<file path="src/rtl/sram_bus_pkg.sv">
// Shared types and constants for the SRAM read-side arbiter, caches and interconnect.
package sram_bus_pkg;

  localparam int ADDR_W = 32;
  localparam int TYPE_W = 6;
  localparam int DATA_W = 256;

  localparam logic [1:0] PORT_I = 2'd0;
  localparam logic [1:0] PORT_D = 2'd1;
  localparam logic [1:0] PORT_U = 2'd2;

  typedef enum logic [1:0] {
    ST_IDLE  = 2'd0,
    ST_ISSUE = 2'd1,
    ST_WAIT  = 2'd2
  } state_t;

  function automatic logic [2:0] port_onehot(input logic [1:0] id);
    logic [2:0] oh;
    oh = 3'b000;
    case (id)
      PORT_I:  oh = 3'b001;
      PORT_D:  oh = 3'b010;
      PORT_U:  oh = 3'b100;
      default: oh = 3'b000;
    endcase
    return oh;
  endfunction

endpackage

</file>
<file path="src/rtl/sram_read_arbiter_if.sv">
// Requester, response and downstream signals of the SRAM read arbiter, bundled as one interface.
interface sram_read_arbiter_if #(
  parameter int ADDR_W = sram_bus_pkg::ADDR_W,
  parameter int TYPE_W = sram_bus_pkg::TYPE_W,
  parameter int DATA_W = sram_bus_pkg::DATA_W
);
  logic              r0_req,  r1_req,  r2_req;
  logic [ADDR_W-1:0] r0_addr, r1_addr, r2_addr;
  logic [TYPE_W-1:0] r0_type, r1_type, r2_type;
  logic              r0_rdy,  r1_rdy,  r2_rdy;
  logic [DATA_W-1:0] re0_data, re1_data, re2_data;
  logic              re0_valid, re1_valid, re2_valid;
  logic              abort_0;
  logic              m_req;
  logic [ADDR_W-1:0] m_addr;
  logic [TYPE_W-1:0] m_type;
  logic              m_rdy;
  logic [DATA_W-1:0] m_data;
  logic              m_valid;
  logic              busy;

  // Arbiter side.
  modport slave (
    input  r0_req, r1_req, r2_req, r0_addr, r1_addr, r2_addr,
           r0_type, r1_type, r2_type, abort_0, m_rdy, m_data, m_valid,
    output r0_rdy, r1_rdy, r2_rdy, re0_data, re1_data, re2_data,
           re0_valid, re1_valid, re2_valid, m_req, m_addr, m_type, busy
  );

  // Requester/memory side as seen by the surrounding system.
  modport master (
    output r0_req, r1_req, r2_req, r0_addr, r1_addr, r2_addr,
           r0_type, r1_type, r2_type, abort_0, m_rdy, m_data, m_valid,
    input  r0_rdy, r1_rdy, r2_rdy, re0_data, re1_data, re2_data,
           re0_valid, re1_valid, re2_valid, m_req, m_addr, m_type, busy
  );
endinterface

</file>
<file path="src/rtl/rr_pick3.sv">
// Combinational three-way round-robin selector; scanning starts at the port after `last`.
module rr_pick3
  import sram_bus_pkg::*;
(
  input  logic [2:0] req,
  input  logic [1:0] last,
  output logic [2:0] grant,
  output logic [1:0] id
);

  logic [1:0] first_s, second_s, third_s;

  // Priority order derived from the previous winner.
  always_comb begin
    first_s  = PORT_I;
    second_s = PORT_D;
    third_s  = PORT_U;
    case (last)
      PORT_I: begin
        first_s  = PORT_D;
        second_s = PORT_U;
        third_s  = PORT_I;
      end
      PORT_D: begin
        first_s  = PORT_U;
        second_s = PORT_I;
        third_s  = PORT_D;
      end
      default: begin
        first_s  = PORT_I;
        second_s = PORT_D;
        third_s  = PORT_U;
      end
    endcase
  end

  // First requesting port in that order wins.
  always_comb begin
    grant = 3'b000;
    id    = PORT_I;
    if (|(req & port_onehot(first_s))) begin
      id    = first_s;
      grant = port_onehot(first_s);
    end else if (|(req & port_onehot(second_s))) begin
      id    = second_s;
      grant = port_onehot(second_s);
    end else if (|(req & port_onehot(third_s))) begin
      id    = third_s;
      grant = port_onehot(third_s);
    end else begin
      id    = PORT_I;
      grant = 3'b000;
    end
  end

endmodule

</file>
<file path="src/rtl/sram_read_arbiter.sv">
// Round-robin arbiter sharing one SRAM read port among I-cache, D-cache and LSU,
// one transaction outstanding, with port-0 abort that drains the refill silently.
module sram_read_arbiter #(
  parameter int ADDR_W = sram_bus_pkg::ADDR_W,
  parameter int TYPE_W = sram_bus_pkg::TYPE_W,
  parameter int DATA_W = sram_bus_pkg::DATA_W
) (
  input  logic               clk,
  input  logic               rst,
  sram_read_arbiter_if.slave bus
);
  import sram_bus_pkg::*;

  state_t            state_q, state_d;
  logic [1:0]        last_q, last_d;
  logic [1:0]        port_q, port_d;
  logic [ADDR_W-1:0] addr_q, addr_d;
  logic [TYPE_W-1:0] type_q, type_d;
  logic              drop_q, drop_d;

  logic [2:0]        req_s, grant_s, rdy_s, valid_s;
  logic [1:0]        pick_id_s;
  logic              abort_hit_s;
  logic              m_req_s;

  assign req_s       = {bus.r2_req, bus.r1_req, bus.r0_req};
  assign abort_hit_s = bus.abort_0 && (port_q == PORT_I);

  rr_pick3 u_pick (
    .req   (req_s),
    .last  (last_q),
    .grant (grant_s),
    .id    (pick_id_s)
  );

  // Next-state, latch updates and handshake outputs.
  always_comb begin
    state_d = state_q;
    last_d  = last_q;
    port_d  = port_q;
    addr_d  = addr_q;
    type_d  = type_q;
    drop_d  = drop_q;
    rdy_s   = 3'b000;
    valid_s = 3'b000;
    m_req_s = 1'b0;
    case (state_q)
      ST_IDLE: begin
        drop_d = 1'b0;
        if (grant_s != 3'b000) begin
          rdy_s   = grant_s;
          port_d  = pick_id_s;
          last_d  = pick_id_s;
          state_d = ST_ISSUE;
          case (pick_id_s)
            PORT_I: begin
              addr_d = bus.r0_addr;
              type_d = bus.r0_type;
            end
            PORT_D: begin
              addr_d = bus.r1_addr;
              type_d = bus.r1_type;
            end
            default: begin
              addr_d = bus.r2_addr;
              type_d = bus.r2_type;
            end
          endcase
        end else begin
          state_d = ST_IDLE;
        end
      end
      ST_ISSUE: begin
        m_req_s = 1'b1;
        if (abort_hit_s) begin
          drop_d = 1'b1;
        end else begin
          drop_d = drop_q;
        end
        if (bus.m_rdy) begin
          state_d = ST_WAIT;
        end else begin
          state_d = ST_ISSUE;
        end
      end
      ST_WAIT: begin
        if (abort_hit_s) begin
          drop_d = 1'b1;
        end else begin
          drop_d = drop_q;
        end
        if (bus.m_valid) begin
          // A same-cycle abort must already suppress this response.
          if (drop_q || abort_hit_s) begin
            valid_s = 3'b000;
          end else begin
            valid_s = port_onehot(port_q);
          end
          drop_d  = 1'b0;
          state_d = ST_IDLE;
        end else begin
          state_d = ST_WAIT;
        end
      end
      default: begin
        state_d = ST_IDLE;
      end
    endcase
  end

  // State and request latch.
  always_ff @(posedge clk or posedge rst) begin
    if (rst) begin
      state_q <= ST_IDLE;
      last_q  <= PORT_U;
      port_q  <= PORT_I;
      addr_q  <= {ADDR_W{1'b0}};
      type_q  <= {TYPE_W{1'b0}};
      drop_q  <= 1'b0;
    end else begin
      state_q <= state_d;
      last_q  <= last_d;
      port_q  <= port_d;
      addr_q  <= addr_d;
      type_q  <= type_d;
      drop_q  <= drop_d;
    end
  end

  // rdy is combinational from the requests, so hold it low while reset is asserted.
  assign bus.r0_rdy    = rdy_s[0] & ~rst;
  assign bus.r1_rdy    = rdy_s[1] & ~rst;
  assign bus.r2_rdy    = rdy_s[2] & ~rst;
  assign bus.re0_valid = valid_s[0];
  assign bus.re1_valid = valid_s[1];
  assign bus.re2_valid = valid_s[2];
  assign bus.re0_data  = bus.m_data;
  assign bus.re1_data  = bus.m_data;
  assign bus.re2_data  = bus.m_data;
  assign bus.m_req     = m_req_s;
  assign bus.m_addr    = addr_q;
  assign bus.m_type    = type_q;
  assign bus.busy      = (state_q != ST_IDLE);

endmodule

</file>
<file path="src/flat_wrapper.sv">
// flat-port wrapper written by rule: the top's interface ports become plain ports
module sram_read_arbiter_flat import sram_bus_pkg::*;
#(
  parameter int ADDR_W = sram_bus_pkg::ADDR_W,
  parameter int TYPE_W = sram_bus_pkg::TYPE_W,
  parameter int DATA_W = sram_bus_pkg::DATA_W
)
  (clk, rst, bus_r0_req, bus_r1_req, bus_r2_req, bus_r0_addr, bus_r1_addr, bus_r2_addr, bus_r0_type, bus_r1_type, bus_r2_type, bus_abort_0, bus_m_rdy, bus_m_data, bus_m_valid, bus_r0_rdy, bus_r1_rdy, bus_r2_rdy, bus_re0_data, bus_re1_data, bus_re2_data, bus_re0_valid, bus_re1_valid, bus_re2_valid, bus_m_req, bus_m_addr, bus_m_type, bus_busy);
  sram_read_arbiter_if #(.ADDR_W(ADDR_W), .TYPE_W(TYPE_W), .DATA_W(DATA_W)) bus_i ();
  input  logic clk;
  input  logic rst;
  input wire logic [$bits(bus_i.r0_req)-1:0] bus_r0_req;
  input wire logic [$bits(bus_i.r1_req)-1:0] bus_r1_req;
  input wire logic [$bits(bus_i.r2_req)-1:0] bus_r2_req;
  input wire logic [$bits(bus_i.r0_addr)-1:0] bus_r0_addr;
  input wire logic [$bits(bus_i.r1_addr)-1:0] bus_r1_addr;
  input wire logic [$bits(bus_i.r2_addr)-1:0] bus_r2_addr;
  input wire logic [$bits(bus_i.r0_type)-1:0] bus_r0_type;
  input wire logic [$bits(bus_i.r1_type)-1:0] bus_r1_type;
  input wire logic [$bits(bus_i.r2_type)-1:0] bus_r2_type;
  input wire logic [$bits(bus_i.abort_0)-1:0] bus_abort_0;
  input wire logic [$bits(bus_i.m_rdy)-1:0] bus_m_rdy;
  input wire logic [$bits(bus_i.m_data)-1:0] bus_m_data;
  input wire logic [$bits(bus_i.m_valid)-1:0] bus_m_valid;
  output wire logic [$bits(bus_i.r0_rdy)-1:0] bus_r0_rdy;
  output wire logic [$bits(bus_i.r1_rdy)-1:0] bus_r1_rdy;
  output wire logic [$bits(bus_i.r2_rdy)-1:0] bus_r2_rdy;
  output wire logic [$bits(bus_i.re0_data)-1:0] bus_re0_data;
  output wire logic [$bits(bus_i.re1_data)-1:0] bus_re1_data;
  output wire logic [$bits(bus_i.re2_data)-1:0] bus_re2_data;
  output wire logic [$bits(bus_i.re0_valid)-1:0] bus_re0_valid;
  output wire logic [$bits(bus_i.re1_valid)-1:0] bus_re1_valid;
  output wire logic [$bits(bus_i.re2_valid)-1:0] bus_re2_valid;
  output wire logic [$bits(bus_i.m_req)-1:0] bus_m_req;
  output wire logic [$bits(bus_i.m_addr)-1:0] bus_m_addr;
  output wire logic [$bits(bus_i.m_type)-1:0] bus_m_type;
  output wire logic [$bits(bus_i.busy)-1:0] bus_busy;
  assign bus_i.r0_req = bus_r0_req;
  assign bus_i.r1_req = bus_r1_req;
  assign bus_i.r2_req = bus_r2_req;
  assign bus_i.r0_addr = bus_r0_addr;
  assign bus_i.r1_addr = bus_r1_addr;
  assign bus_i.r2_addr = bus_r2_addr;
  assign bus_i.r0_type = bus_r0_type;
  assign bus_i.r1_type = bus_r1_type;
  assign bus_i.r2_type = bus_r2_type;
  assign bus_i.abort_0 = bus_abort_0;
  assign bus_i.m_rdy = bus_m_rdy;
  assign bus_i.m_data = bus_m_data;
  assign bus_i.m_valid = bus_m_valid;
  assign bus_r0_rdy = bus_i.r0_rdy;
  assign bus_r1_rdy = bus_i.r1_rdy;
  assign bus_r2_rdy = bus_i.r2_rdy;
  assign bus_re0_data = bus_i.re0_data;
  assign bus_re1_data = bus_i.re1_data;
  assign bus_re2_data = bus_i.re2_data;
  assign bus_re0_valid = bus_i.re0_valid;
  assign bus_re1_valid = bus_i.re1_valid;
  assign bus_re2_valid = bus_i.re2_valid;
  assign bus_m_req = bus_i.m_req;
  assign bus_m_addr = bus_i.m_addr;
  assign bus_m_type = bus_i.m_type;
  assign bus_busy = bus_i.busy;
  sram_read_arbiter #(.ADDR_W(ADDR_W), .TYPE_W(TYPE_W), .DATA_W(DATA_W)) u_core (.clk(clk), .rst(rst), .bus(bus_i));
endmodule
</file>
<file path="config.mk">
export PLATFORM = sky130hd
export DESIGN_NAME = sram_read_arbiter_flat
export DESIGN_NICKNAME = d
export VERILOG_FILES = /design/src/rtl/sram_bus_pkg.sv /design/src/rtl/sram_read_arbiter_if.sv /design/src/rtl/rr_pick3.sv /design/src/rtl/sram_read_arbiter.sv /design/src/flat_wrapper.sv
export SDC_FILE = /design/constraint.sdc
export NUM_CORES = 1
export LEC_CHECK = 0
export BUFFER_PORTS_ARGS = -buffer_cell sky130_fd_sc_hd__buf_4
export CORE_AREA = 2 2 470 472
export DETAILED_ROUTE_END_ITERATION = 10
export DIE_AREA = 0 0 472 474
export GPL_TIMING_DRIVEN = 0
export RECOVER_POWER = 50
export SETUP_SLACK_MARGIN = 0.4
export SYNTH_ARGS = -nofsm -noshare
export SYNTH_HDL_FRONTEND = slang
export SYNTH_SLANG_ARGS = --single-unit
</file>
<file path="constraint.sdc">
create_clock -name clk -period 4.1 [get_ports clk]
set_input_delay 0.82 -clock clk [delete_from_list [all_inputs] [get_ports clk]]
set_output_delay 0.82 -clock clk [all_outputs]
set_load 0.005 [all_outputs]
</file>
==> impl_metrics.yaml, run 1 <==
outcome:
  outcome: "completed"
clock_network:
  cts_sinks: 44
  cts_resized: 0
  cts_buffers: 5
  cts_tree: "yes"
  h-tree-depth: 2
  clock_latency_ps: 360
  hold_buffers: 0
  path_clk_slew_ps: 100
  cts_buffer_depth: 2
  cts_setup_buffers: 0
  cts-root-buf: "clkbuf_16"
power:
  leakage_nw: 9.05
  ir_drop_mv: 0.196
  powerDensity_nw_per_um2: 237
min_path:
  hold_path.class: "in2async"
timing:
  hold_viol: 0
  setup_viol: 0
  fmaxAchievable_mhz: 331
  period_minus_slack_ps: 3020
  fin_setup_tns_ps: 0
  fin_crit_sh_pct: 73.6
  maxSlewViolCount: 0
  skew_ps: 31.0
  setup_ws_ps: 1080
  rsz0062_at_grt: "no"
  tightest_slew_ps: 1190
  slew_headroom_pct: 20.3
setup_path:
  r2r_slack_ps: 1290
  critPathKind: "in2out"
  cp.arrival_ps: 2200
  crit_required_ps: 3280
  rr_startpoint: "u_core.state_q[1]"
  reg2reg_to: "u_core.bus.m_addr[2]"
  r2r_cells: 8
  worst_setup_path_end_kind: "output pin"
  crit_path_start_kind: "primary input"
  path_max_fanout: 10
global_routing:
  grt_pass1_wl_um: 143000
  grt_pass1_vias: 8971
  grt_max_degree: 29
  grt_antenna_before_repair: 68
  grt-ovfl-total: 0
  grtUsageTotal_pct: 10.9
route:
  first_pass_iters: 5
  drt-initial-drc-count: 616
  totalWireLength_um: 129000
  vias: 10000
  wl_per_cell_um: 26.4
  drcViolationCount: 0
  viasPerCell: 2.06
  ant_nets: 0
yosys:
  ys_async_sr_fraction_pct: 100
  syn_inst: 1028
  ys_ff_latch: 44
  syn_area_um2: 8050
  synth_top_area_share_pct: 71.6
  synthesis.nets: 1410
  synth-edff-count: 0
  avgSynthCellArea_um2: 7.83
  ys_warn_count: 0
  seq_area_frac_synth_pct: 13.7
  synth_commonest_cells: "buf_4, a21oi_1, dfrtp_1"
  yosys.area.top_type: "buf_4"
  ys.flop_type: "dfrtp_1"
  ys_types: 25
  synth.area.top_cells: "buf_4, dfrtp_1, a21oi_1"
  synth.most_common_cell: "buf_4"
place:
  place.detailed.hpwl_um: 122000
  portBuffers: 935
  pre_cts_ws_ps: 1110
  gp_congestion: 0.876
layout:
  nets: 2353
  area_delta_synth_final_pct: 134
  drive_gt1_share_pct: 85.8
  n_fill_cell: 25800
  utilization_pct: 8.60
floorplan:
  start_util_pct: 3.68
  num_rows: 172
  fp.dieW_um: 472
  die_h_um: 474
  dieArea_um2: 224000
  core_area_um2: 219000
  pin_count: 1192
run:
  drv_cap: 0
## flip-flops by register name (all words and copies together) (netlist names)
| signal | count |
|---|---|
| u_core.bus.m_addr | 32 |
| u_core.bus.m_type | 6 |
| u_core.port_q | 2 |
| u_core.state_q | 2 |
| u_core.drop_q | 1 |
| u_core.last_q | 1 |
## layout by cell type (no fill, tap or decap), types with 6 or more instances in the layout
master       n
buf_4     1297
clkbuf_4   370
a21oi_1     80
dfrtp_1     43
clkbuf_1    42
nor2_1      41
a22oi_1     38
diode_2     36
buf_2       12
nand2_1      6
## through the flow
step | cells | instance area, um^2 | power, W | hold slack (ps)
after detailed placement | 4835 | 18700 | 0.00413 | 477
final | 4879 | 18800 | 0.00446 | 472
after global placement | 4834 | 18700 | 0.00413 | 464
after global routing | 4859 | 18800 | 0.00480 | 485
after CTS | 4843 | 18900 | 0.00475 | 426
after floorplan | 1028 | 8050 | 0.00212 | 451
## worst max path at each step
stage / from / end / cells past startpoint
6_report: bus_r2_req / bus_r1_rdy / 6
5_1_grt: u_core.port_q[0] / bus_r2_rdy / 5
4_1_cts: u_core.port_q[0] / bus_r2_rdy / 5
3_5_place_dp: u_core.state_q[0] / u_core.bus.m_type[0] / 8
3_3_place_gp: rst / bus_r1_rdy / 4
2_1_floorplan: rst / bus_r1_rdy / 2
## cells by family after synthesis
family,count (synthesis),synth area share (%)
and+or+nand+nor,60,3.28
buffers and inverters,794,73.0
AOI/OAI and AO/OA,126,9.36
DFF,44,13.7
adders and majority gates,4,0.622
## layer usage
metal	vias to the layer above	track usage, %	wire length (um)
met5	-	0	83
met4	12	2.65	3200
met3	75	4.57	15000
met2	1056	18.8	62400
met1	4483	12.3	48000
li1	4420	-	-
## report_power, final
group / total, W / switching (W) / internal (W) / leakage (nW)
registers: 0.000831 / 0.000169 / 0.000661 / 0.499
logic: 0.00306 / 0.00159 / 0.00147 / 8.47
clock network: 0.000563 / 0.000270 / 0.000293 / 0.0807
## critical path: stages
cell	delay, ps
buf_4	130
nor2b_1	140
o2bb2ai_1	290
clkbuf_1	470
and3_1	230
buf_4	120
## layout make-up
type / instances / area [um^2] / share of cell area (%)
Clock inverter: 3 / 46.3 / 0.246
Inverter: 6 / 25.0 / 0.133
Timing Repair Buffer: 936 / 6900 / 36.7
Sequential cell: 44 / 1100 / 5.86
Antenna cell: 36 / 90.1 / 0.479
Tap cell: 2871 / 3590 / 19.1
Multi-Input combinational cell: 190 / 1070 / 5.67
Clock buffer: 5 / 125 / 0.665
Buffer: 788 / 5860 / 31.1
Note: power is estimated with default switching activity, not from simulation.
==> run 2, diff against run 1 <==
--- a/config.mk
+++ b/config.mk
@@ -5,10 +5,11 @@
 export SDC_FILE = /design/constraint.sdc
 export NUM_CORES = 1
 export LEC_CHECK = 0
+export ABC_AREA = 1
 export BUFFER_PORTS_ARGS = -buffer_cell sky130_fd_sc_hd__buf_4
-export CORE_AREA = 2 2 470 472
+export CORE_AREA = 2 2 462 464
 export DETAILED_ROUTE_END_ITERATION = 10
-export DIE_AREA = 0 0 472 474
+export DIE_AREA = 0 0 464 466
 export GPL_TIMING_DRIVEN = 0
 export RECOVER_POWER = 50
 export SETUP_SLACK_MARGIN = 0.4
==> constraint.sdc (replaced) <==
create_clock -name clk -period 2.7 [get_ports clk]
set_input_delay 0.54 -clock clk [delete_from_list [all_inputs] [get_ports clk]]
set_output_delay 0.54 -clock clk [all_outputs]
set_load 0.005 [all_outputs]
==> run 2 against run 1 <==
Net effect: the run now ends with max-capacitance violations, max-slew violations left; synthesized cell count up 23%; worst setup slack worse by 900 ps; clock skew down 23 ps; total power up 150%; via count up 16%; design area up 8.3%; first-iteration DRC count up 8.9%; sequential power up 46%; clock power up 40%; die area down 3.4%; non-clock buffer count up 44; register-to-register slack worse by 860 ps; largest power group unchanged.
==> impl_metrics.yaml, run 2 <==
layout:
  utilization_pct: 9.64
  drive_gt1_share_pct: 79.8
  n_fill_cell: 24800
  mostFrequentLayoutCell: "buf_4"
  nets: 2626
  final_cells: 5114
  area_delta_synth_final_pct: 128
  seqCellArea_um2: 1100
  most-common-layout-cells: "buf_4, clkbuf_4, nand2_1"
  largest_reg_flops: 32
  multi_input_area_um2: 1830
floorplan:
  num_rows: 169
  dieArea_um2: 216000
  die_h_um: 466
  core_area_um2: 211000
  pin_count: 1192
  fp.dieW_um: 464
  start_util_pct: 4.24
clock_network:
  cts-root-buf: "clkbuf_16"
  clock_latency_ps: 340
  cts_buffer_depth: 2
  cts_buffers: 5
  hold_buffers: 0
  path_clk_slew_ps: 70
  cts_sinks: 44
  cts_tree: "yes"
  h-tree-depth: 2
yosys:
  synth_commonest_cells: "buf_4, nand2_1, nand3_1"
  synth.most_common_cell: "buf_4"
  synth-edff-count: 0
  seq_area_frac_synth_pct: 12.3
  ys_types: 26
  syn_inst: 1268
  ys_async_sr_fraction_pct: 100
  synth_top_area_share_pct: 64.8
  ys.flop_type: "dfrtp_1"
  syn_area_um2: 8950
  ys_ff_latch: 44
  ys_warn_count: 0
  synthesis.nets: 1650
  yosys.area.top_type: "buf_4"
  synth.area.top_cells: "buf_4, dfrtp_1, nand2_1"
  avgSynthCellArea_um2: 7.06
timing:
  hold_viol: 0
  rsz0062_at_grt: "yes"
  skew_ps: 7.84
  slew_headroom_pct: -15.4
  timing.hold.ws_ps: 457
  fmaxAchievable_mhz: 397
  period_minus_slack_ps: 2520
  setup_viol: 0
  fin_crit_sh_pct: 93.4
  tightest_slew_ps: 1720
  setup_ws_ps: 178
  maxSlewViolCount: 23
place:
  place.detailed.hpwl_um: 132000
  portBuffers: 935
  placed_cells: 5024
  pre_cts_ws_ps: -360
  gp_congestion: 0.855
global_routing:
  grt_pass1_wl_um: 160000
  grt-ovfl-total: 0
  grt_max_degree: 23
  grt_antenna_before_repair: 96
  grt_pass1_vias: 10400
  grtUsageTotal_pct: 12.4
setup_path:
  worst_setup_path_end_kind: "output pin"
  crit_path_max_incr_delay_ps: 650
  crit_chain: "nand2_1 -> inv_1 -> nand4_1 -> nand3_4 -> nand2_4 -> buf_12 -> buf_16 -> nor2_4 -> buf_6"
  crit_path_start_kind: "register"
  crit_slowest_cell: "dfstp_2"
  cp_num_cells: 9
  critPathKind: "reg2out"
  crit_family: "flip-flops"
  crit_required_ps: 2160
  r2r_cells: 16
  r2r_slack_ps: 430
  cp_num_buf_inv: 4
  cp.arrival_ps: 1980
  path_max_fanout: 5
power:
  ir_drop_mv: 0.449
  powerDensity_nw_per_um2: 545
  leakage_nw: 10.3
  p_total_w: 0.0111
run:
  drv_cap: 1
outcome:
  outcome: "complete, but fails checks"
  violations: "max-capacitance violations, max-slew violations"
route:
  first_pass_iters: 5
  ant_nets: 0
  wl_per_cell_um: 27.8
  totalWireLength_um: 142000
  drcViolationCount: 0
  viasPerCell: 2.27
  vias: 11600
  drt-initial-drc-count: 671
min_path:
  hold_path.class: "in2reg"
  hold_path_depth: 3
-- run 2: changes by cell type after synthesis, moves of 26 or more --
cell / change
a22oi_1: -38
nand3_1: +120
a21oi_1: -76
nor2_1: -32
nand2_1: +206
inv_1: +26
-- run 2: layout make-up --
type	instances	share of cell area, %
timing repair buffer	967	35.5
buffer	801	30.3
tap	2821	17.3
multi-input combinational	369	9.00
sequential	44	5.42
inverter	54	1.01
clock buffer	5	0.614
antenna	48	0.590
clock inverter	3	0.209
timing repair inverter	2	0.0492
-- run 2: cells by family after synthesis --
group | after synthesis | share of synthesized area (%)
buffers and inverters | 855 | 69.1
AND/OR/NAND/NOR | 356 | 17.4
flip-flops | 44 | 12.3
AO/OA/AOI/OAI | 9 | 0.615
adder cells (fa/ha/maj) | 4 | 0.559
-- run 2: what timing repair did --
action | in CTS | in global routing
buffers inserted | 20 | 10
pin swaps | 14 | 8
endpoints found under the setup margin | 47 | 42
gates cloned | 2 | 2
resized for setup | 65 | 33
-- run 2: worst paths after layout --
| kind | startpoint | endpoint |
|---|---|---|
| setup / recovery | u_core.last_q[1] | bus_r2_rdy |
| min in group asynchronous | rst | u_core.bus.m_addr[8] |
| hold / removal | bus_m_rdy | u_core.state_q[1] |
| setup reg to reg | u_core.last_q[1] | u_core.bus.m_addr[3] |
| hold reg to reg | u_core.bus.m_type[5] | u_core.bus.m_type[5] |
| max in group asynchronous | rst | u_core.port_q[1] |
-- run 2: layer usage --
metal	vias to the layer above	track usage [%]	share of wire, %
met5	-	0	0.35
met3	141	4.13	9.1
met1	5137	13.5	36
met2	1184	22.2	51
li1	5124	-	-
met4	24	4.73	3.7
-- run 2: per-stage QoR --
stage                     TNS, ps  cell area, um^2
after floorplan                 0             8950
after global placement      -5740            19500
after detailed placement    -6740            19500
after CTS                       0            20100
after global routing            0            20300
final                           0            20400
-- run 2: power breakdown --
part           internal [W]  switching (W)
Combinational       0.00399        0.00511
Clock              0.000437       0.000352
Sequential          0.00101       0.000201
Total               0.00544        0.00566
-- run 2: tightest hold or removal path, stage by stage --
cell	delay [ps]
buf_4	90
a21oi_1	50
nor2_1	70
